--- config.mk ---
export PLATFORM = sky130hd
export DESIGN_NAME = prog_sequencer_flat
export DESIGN_NICKNAME = d
export VERILOG_FILES = /design/src/rtl/prog_sequencer_pkg.sv /design/src/rtl/prog_sequencer_if.sv /design/src/rtl/prog_sequencer_sat_counter.sv /design/src/rtl/prog_sequencer.sv /design/src/flat_wrapper.sv
export SDC_FILE = /design/constraint.sdc
export NUM_CORES = 1
export LEC_CHECK = 0
export ABC_CLOCK_PERIOD_IN_PS = 5070
export CAP_MARGIN = 40
export CORE_AREA = 2 2 73 75
export DETAILED_ROUTE_END_ITERATION = 8
export DIE_AREA = 0 0 75 77
export GPL_TIMING_DRIVEN = 1
export PLACE_DENSITY_LB_ADDON = 0.2
export SYNTH_ARGS = -nofsm -noshare
export SYNTH_HDL_FRONTEND = slang
export SYNTH_SLANG_ARGS = --single-unit
--- constraint.sdc ---
create_clock -name clk -period 5.07 [get_ports clk]
set_input_delay 0.507 -clock clk [delete_from_list [all_inputs] [get_ports clk]]
set_output_delay 0.507 -clock clk [all_outputs]
set_load 0.02 [all_outputs]
--- src/rtl/prog_sequencer_pkg.sv ---
// rtl/prog_sequencer_pkg.sv - shared types and constants for the boot/run sequencer
package seq_pack;

  localparam int INSTR_W = 9;

  typedef enum logic [2:0] {
    IDLE  = 3'd0,
    LOAD  = 3'd1,
    ARM   = 3'd2,
    START = 3'd3,
    RUN   = 3'd4,
    DONE  = 3'd5
  } seq_state_t;

  typedef enum logic [2:0] {
    STAT_NONE     = 3'd0,
    STAT_OK       = 3'd1,
    STAT_TIMEOUT  = 3'd2,
    STAT_OVERFLOW = 3'd3,
    STAT_EMPTY    = 3'd4,
    STAT_ABORT    = 3'd5
  } seq_status_t;

endpackage

--- src/rtl/prog_sequencer_if.sv ---
// rtl/prog_sequencer_if.sv - program image loader stream with source/sink modports
interface prog_sequencer_if;
  import seq_pack::*;

  logic               ld_valid;
  logic               ld_ready;
  logic [INSTR_W-1:0] ld_data;
  logic               ld_last;

  modport master (output ld_valid, output ld_data, output ld_last, input ld_ready);
  modport slave  (input ld_valid, input ld_data, input ld_last, output ld_ready);

endinterface

--- src/rtl/prog_sequencer_sat_counter.sv ---
// rtl/prog_sequencer_sat_counter.sv - clearable counter that saturates at LIMIT
module sat_counter #(
  parameter int          WIDTH = 16,
  parameter int unsigned LIMIT = 16'hFFFF
) (
  input  logic             clk,
  input  logic             rst_n,
  input  logic             clear_i,
  input  logic             en_i,
  output logic [WIDTH-1:0] count_o,
  output logic             at_limit_o
);

  localparam logic [WIDTH-1:0] LIM    = WIDTH'(LIMIT);
  localparam logic [WIDTH-1:0] LIM_M1 = WIDTH'(LIMIT - 1);

  logic [WIDTH-1:0] count_q;
  logic [WIDTH-1:0] count_d;

  always_comb begin
    count_d = count_q;
    if (clear_i) begin
      count_d = '0;
    end else if (en_i && (count_q != LIM)) begin
      count_d = count_q + 1'b1;
    end
  end

  always_ff @(posedge clk or negedge rst_n) begin
    if (!rst_n) begin
      count_q <= '0;
    end else begin
      count_q <= count_d;
    end
  end

  assign count_o = count_q;
  // High when this cycle's increment lands exactly on LIMIT.
  assign at_limit_o = en_i && !clear_i && (count_q == LIM_M1);

endmodule

--- src/rtl/prog_sequencer.sv ---
// rtl/prog_sequencer.sv - loads a program image into IMEM, then runs and times the CPU
module prog_sequencer
  import seq_pack::*;
#(
  parameter int          IMEM_DEPTH = 1024,
  parameter int          AW         = 10,
  parameter int          CW         = 16,
  parameter int unsigned MAX_CYCLES = 16'hFFFF
) (
  input  logic               clk,
  input  logic               rst_n,
  input  logic               go,
  input  logic               reload,
  input  logic               abort,
  prog_sequencer_if.slave    ld,
  output logic               imem_we,
  output logic [AW-1:0]      imem_waddr,
  output logic [INSTR_W-1:0] imem_wdata,
  output logic               cpu_reset,
  output logic               cpu_start,
  input  logic               cpu_done,
  output logic               busy,
  output logic [2:0]         status,
  output logic [AW:0]        prog_len,
  output logic [CW-1:0]      cycle_count
);

  seq_state_t  state_q, state_d;
  seq_status_t status_q, status_d;
  logic [AW-1:0] wptr_q, wptr_d;
  logic [AW:0]   len_q, len_d;

  logic hs;
  logic ptr_full;
  logic go_ok;
  logic run_at_limit;

  assign hs       = ld.ld_valid && (state_q == LOAD);
  assign ptr_full = (wptr_q == AW'(IMEM_DEPTH - 1));
  assign go_ok    = go && ((state_q == IDLE) || (state_q == DONE));

  sat_counter #(
    .WIDTH (CW),
    .LIMIT (MAX_CYCLES)
  ) u_cycle_cnt (
    .clk        (clk),
    .rst_n      (rst_n),
    .clear_i    (state_q == ARM),
    .en_i       (state_q == RUN),
    .count_o    (cycle_count),
    .at_limit_o (run_at_limit)
  );

  always_ff @(posedge clk or negedge rst_n) begin
    if (!rst_n) begin
      state_q  <= IDLE;
      status_q <= STAT_NONE;
      wptr_q   <= '0;
      len_q    <= '0;
    end else begin
      state_q  <= state_d;
      status_q <= status_d;
      wptr_q   <= wptr_d;
      len_q    <= len_d;
    end
  end

  always_comb begin
    state_d  = state_q;
    status_d = status_q;
    unique case (state_q)
      IDLE, DONE: begin
        if (go) begin
          status_d = STAT_NONE;
          if (reload) begin
            state_d = LOAD;
          end else if (len_q != '0) begin
            state_d = ARM;
          end else begin
            state_d  = DONE;
            status_d = STAT_EMPTY;
          end
        end
      end
      LOAD: begin
        if (abort) begin
          state_d  = DONE;
          status_d = STAT_ABORT;
        end else if (hs && ld.ld_last) begin
          state_d = ARM;
        end else if (hs && ptr_full) begin
          state_d  = DONE;
          status_d = STAT_OVERFLOW;
        end
      end
      ARM:   state_d = START;
      START: state_d = RUN;
      RUN: begin
        // A done that coincides with the limit still counts as a clean finish.
        if (cpu_done) begin
          state_d  = DONE;
          status_d = STAT_OK;
        end else if (abort) begin
          state_d  = DONE;
          status_d = STAT_ABORT;
        end else if (run_at_limit) begin
          state_d  = DONE;
          status_d = STAT_TIMEOUT;
        end
      end
      default: state_d = IDLE;
    endcase
  end

  // Pointer wraps to 0 on the overflowing write; prog_len carries the extra bit.
  always_comb begin
    wptr_d = wptr_q;
    len_d  = len_q;
    if (go_ok && reload) begin
      wptr_d = '0;
      len_d  = '0;
    end else if (hs) begin
      wptr_d = wptr_q + 1'b1;
      len_d  = len_q + 1'b1;
    end
  end

  always_comb begin
    ld.ld_ready = (state_q == LOAD);
    imem_we     = hs;
    imem_waddr  = wptr_q;
    imem_wdata  = ld.ld_data;
    cpu_start   = (state_q == START);
    cpu_reset   = !((state_q == START) || (state_q == RUN));
    busy        = (state_q == LOAD) || (state_q == ARM) ||
                  (state_q == START) || (state_q == RUN);
    status      = status_q;
    prog_len    = len_q;
  end

endmodule

--- src/flat_wrapper.sv ---
// flat-port wrapper written by rule: the top's interface ports become plain ports
module prog_sequencer_flat import seq_pack::*;
#(
  parameter int          IMEM_DEPTH = 1024,
  parameter int          AW         = 10,
  parameter int          CW         = 16,
  parameter int unsigned MAX_CYCLES = 16'hFFFF
)
  (clk, rst_n, go, reload, abort, imem_we, imem_waddr, imem_wdata, cpu_reset, cpu_start, cpu_done, busy, status, prog_len, cycle_count, ld_ld_valid, ld_ld_data, ld_ld_last, ld_ld_ready);
  prog_sequencer_if ld_i ();
  input  logic clk;
  input  logic rst_n;
  input  logic go;
  input  logic reload;
  input  logic abort;
  output logic imem_we;
  output logic [AW-1:0] imem_waddr;
  output logic [INSTR_W-1:0] imem_wdata;
  output logic cpu_reset;
  output logic cpu_start;
  input  logic cpu_done;
  output logic busy;
  output logic [2:0] status;
  output logic [AW:0] prog_len;
  output logic [CW-1:0] cycle_count;
  input wire logic [$bits(ld_i.ld_valid)-1:0] ld_ld_valid;
  input wire logic [$bits(ld_i.ld_data)-1:0] ld_ld_data;
  input wire logic [$bits(ld_i.ld_last)-1:0] ld_ld_last;
  output wire logic [$bits(ld_i.ld_ready)-1:0] ld_ld_ready;
  assign ld_i.ld_valid = ld_ld_valid;
  assign ld_i.ld_data = ld_ld_data;
  assign ld_i.ld_last = ld_ld_last;
  assign ld_ld_ready = ld_i.ld_ready;
  prog_sequencer #(.IMEM_DEPTH(IMEM_DEPTH), .AW(AW), .CW(CW), .MAX_CYCLES(MAX_CYCLES)) u_core (.clk(clk), .rst_n(rst_n), .go(go), .reload(reload), .abort(abort), .ld(ld_i), .imem_we(imem_we), .imem_waddr(imem_waddr), .imem_wdata(imem_wdata), .cpu_reset(cpu_reset), .cpu_start(cpu_start), .cpu_done(cpu_done), .busy(busy), .status(status), .prog_len(prog_len), .cycle_count(cycle_count));
endmodule
==> results.py <==
metrics = {
    "run_status": {
        "status": "complete, no violations",
    },
    "floorplan": {
        "fp.dieArea_um2": 5780,
        "floorplan.initialDensity_pct": 50.0,
        "dieHeight_um": 77,
        "rows": 26,
        "die_w_um": 75,
        "core_area_um2": 4980,
        "num_io_pins": 71,
    },
    "critical_path": {
        "cp_max_fo": 16,
        "critPathKind": "in2out",
        "cp-end-kind": "output port",
        "cp-start-kind": "primary input",
        "arrival_ns": 2.36,
        "required_ns": 4.56,
    },
    "sta": {
        "slew_viol_final": 0,
        "slew_headroom_pct": 57.7,
        "clock.fmax_ghz": 0.349,
        "setup_viol": 0,
        "skew_ns": 0.00502,
        "rsz0062_at_grt": "no",
        "tns_ns": 0,
        "period_share_pct": 56.5,
        "hold_viol": 0,
        "period_needed_ns": 2.86,
        "worst_pin_slew_ns": 0.629,
        "whs_ns": 0.174,
    },
    "power_and_ir_drop": {
        "p_switching_uw": 521,
        "clkPwrFrac_pct": 22.8,
        "p_int_uw": 877,
        "comb_power_share_pct": 41.8,
        "power_frac_seq_pct": 35.4,
        "powerDensity_nw_per_um2": 442,
        "switching_share_pct": 37.3,
        "p_leak_uw": 0.00133,
        "total_power_uw": 1400,
        "peakVddDrop_mv": 0.359,
    },
    "cts": {
        "clockRootBuffer": "clkbuf_8",
        "clock-sinks": 43,
        "cts-hold-fix-buffers": 0,
        "clk_latency_ns": 0.29,
        "cts_resized": 0,
        "clk_pin_slew_ns": 0.09,
        "numCtsBuffers": 5,
        "post-cts-setup-buffer-count": 0,
        "htreeDepth": 2,
        "cts_tree": "built",
        "cts.path.max_buffers": 2,
    },
    "global_route": {
        "antenna_found_initial": 0,
        "grt_pass1_wl_um": 9150,
        "grt_overflow": 0,
        "grt_max_degree": 25,
        "grtUsageTotal_pct": 19.8,
        "grt_pass1_vias": 2013,
    },
    "placed_design": {
        "io_buffers": 52,
        "gp_congestion": 0.823,
        "dp_hpwl_um": 3930,
    },
    "logic_synthesis": {
        "yosysSeqAreaShare_pct": 43.2,
        "synth_area_um2": 2490,
        "synth_cells": 278,
        "yosys.area.top_type": "dfrtp_1",
        "yosysWarnings": 0,
        "syn_nets": 300,
        "yosys.area.top_type_share_pct": 43.2,
        "synth.most_common_cell": "nor2_1",
        "synth.area.top_cells": "dfrtp_1, nor2_1, xnor2_1",
        "synth_area_per_cell_um2": 8.96,
        "synth_edf_count": 0,
        "ys_types": 45,
        "yosys-top-cells-count": "nor2_1, dfrtp_1, nand2_1",
        "ys.flop_type": "dfrtp_1",
        "ys_ff_latch": 43,
        "async_reset_ff_share_pct": 100,
    },
    "route": {
        "wl_um": 5320,
        "dr.first_iter.drc_count": 101,
        "antenna_left": 0,
        "firstDrtPassIters": 4,
        "wl_per_cell_um": 13.5,
        "routed_via_density": 5.36,
        "dr_total_vias": 2106,
        "drc": 0,
    },
    "finish": {
        "final_nets": 344,
        "final_util_pct": 63.6,
        "drive_gt1_share_pct": 6.19,
        "fillers": 449,
        "areaGrowthSynthToFinish_pct": 27.1,
        "antenna_cells": 0,
    },
    "hold_path": {
        "hp-class": "in2async",
    },
    "flow_run": {
        "cap_violations": 0,
    },
}
[registers in the layout (all words and copies together) (netlist names)]
register,flops
u_core.u_cycle_cnt.count_o,16
u_core.state_q,3
u_core.status,3
u_core.imem_waddr,10
u_core.prog_len,11
[through the flow]
step,std cells,setup WS (ns),cell area (um2)
3_3_place_gp,384,2.26,3000
6_report,393,2.21,3160
4_1_cts,393,2.20,3160
5_1_grt,393,2.09,3160
3_5_place_dp,385,2.21,3030
2_1_floorplan,278,3.00,2490
[worst max-delay path, stage by stage]
cell             delay (ns)
clkdlybuf4s50_1        0.50
nand4bb_1              0.22
inv_1                  0.44
clkdlybuf4s50_1        0.70
[logic make-up (layout without fill, tap and decap cells)]
logic type	Yosys count	after routing	share of synthesized area, %
and+or+nand+nor	143	143	29.0
DFF	43	43	43.2
AOI/OAI and AO/OA	27	27	6.99
xor gates and xnor gates	26	26	9.15
buffers and inverters	25	70	5.23
muxes	9	9	3.87
adders and majority gates	5	5	2.51
[layout make-up]
class                      count  area [um2]  area share [%]
multi-input combinational    210        1280            40.6
sequential                    43        1080            34.0
timing repair buffer          54         551            17.4
tap                           70        87.6            2.77
clock buffer                   5        68.8            2.17
clock inverter                 3        67.6            2.14
inverter                       8        30.0           0.949
[worst paths after layout]
check / start / endpoint / depth (start not counted) / slack, ns
worst max-delay path: ld_ld_valid / imem_we / 4 / 2.21
worst min-delay path: rst_n / u_core.u_cycle_cnt.count_o[4] / 1 / 0.17
worst max register to register: u_core.state_q[1] / u_core.status[2] / 5 / 2.62
worst min register to register: u_core.status[0] / u_core.status[0] / 1 / 0.52
max in group asynchronous: rst_n / u_core.imem_waddr[9] / 2 / 4.40
min in group clk: u_core.status[0] / u_core.status[0] / 1 / 0.52
[routing by layer]
metal | up-vias | share of wire [%] | track usage [%]
met5 | - | 0 | 0
met4 | 0 | 1.1 | 5.71
met3 | 7 | 4.7 | 2.89
met2 | 50 | 48 | 32.1
met1 | 1004 | 46 | 27.2
li1 | 1045 | - | -
[layout by cell type, fill, tap and decap left out, types with 2 or more instances in the layout]
master,netlist,layout
ha_1,5,5
or2_2,2,2
o21ai_0,5,5
mux2_2,5,5
bufinv_16,0,2
xor2_1,11,11
nand4_1,13,13
nor3_1,5,5
clkdlybuf4s50_1,0,51
xnor2_1,15,15
or3_1,5,5
and2_1,6,6
mux2i_1,4,4
dfrtp_1,43,43
a21oi_1,10,10
a211oi_1,2,2
nor2_1,47,47
nor2b_1,3,3
nand2_1,30,30
inv_1,8,8
and4_1,3,3
or4_1,2,2
clkbuf_8,0,5
nand3_1,11,11
and3_1,4,4
nor4_1,4,4
[power groups by stage]
stage / Clock (uW) / Sequential [uW] / Combinational, uW
6_report: 319 / 494 / 584
5_1_grt: 335 / 508 / 643
4_1_cts: 321 / 493 / 590
3_5_place_dp: 0 / 498 / 587
3_3_place_gp: 0 / 499 / 578
2_1_floorplan: 0 / 515 / 364
Note: power is estimated with default switching activity, not from simulation.
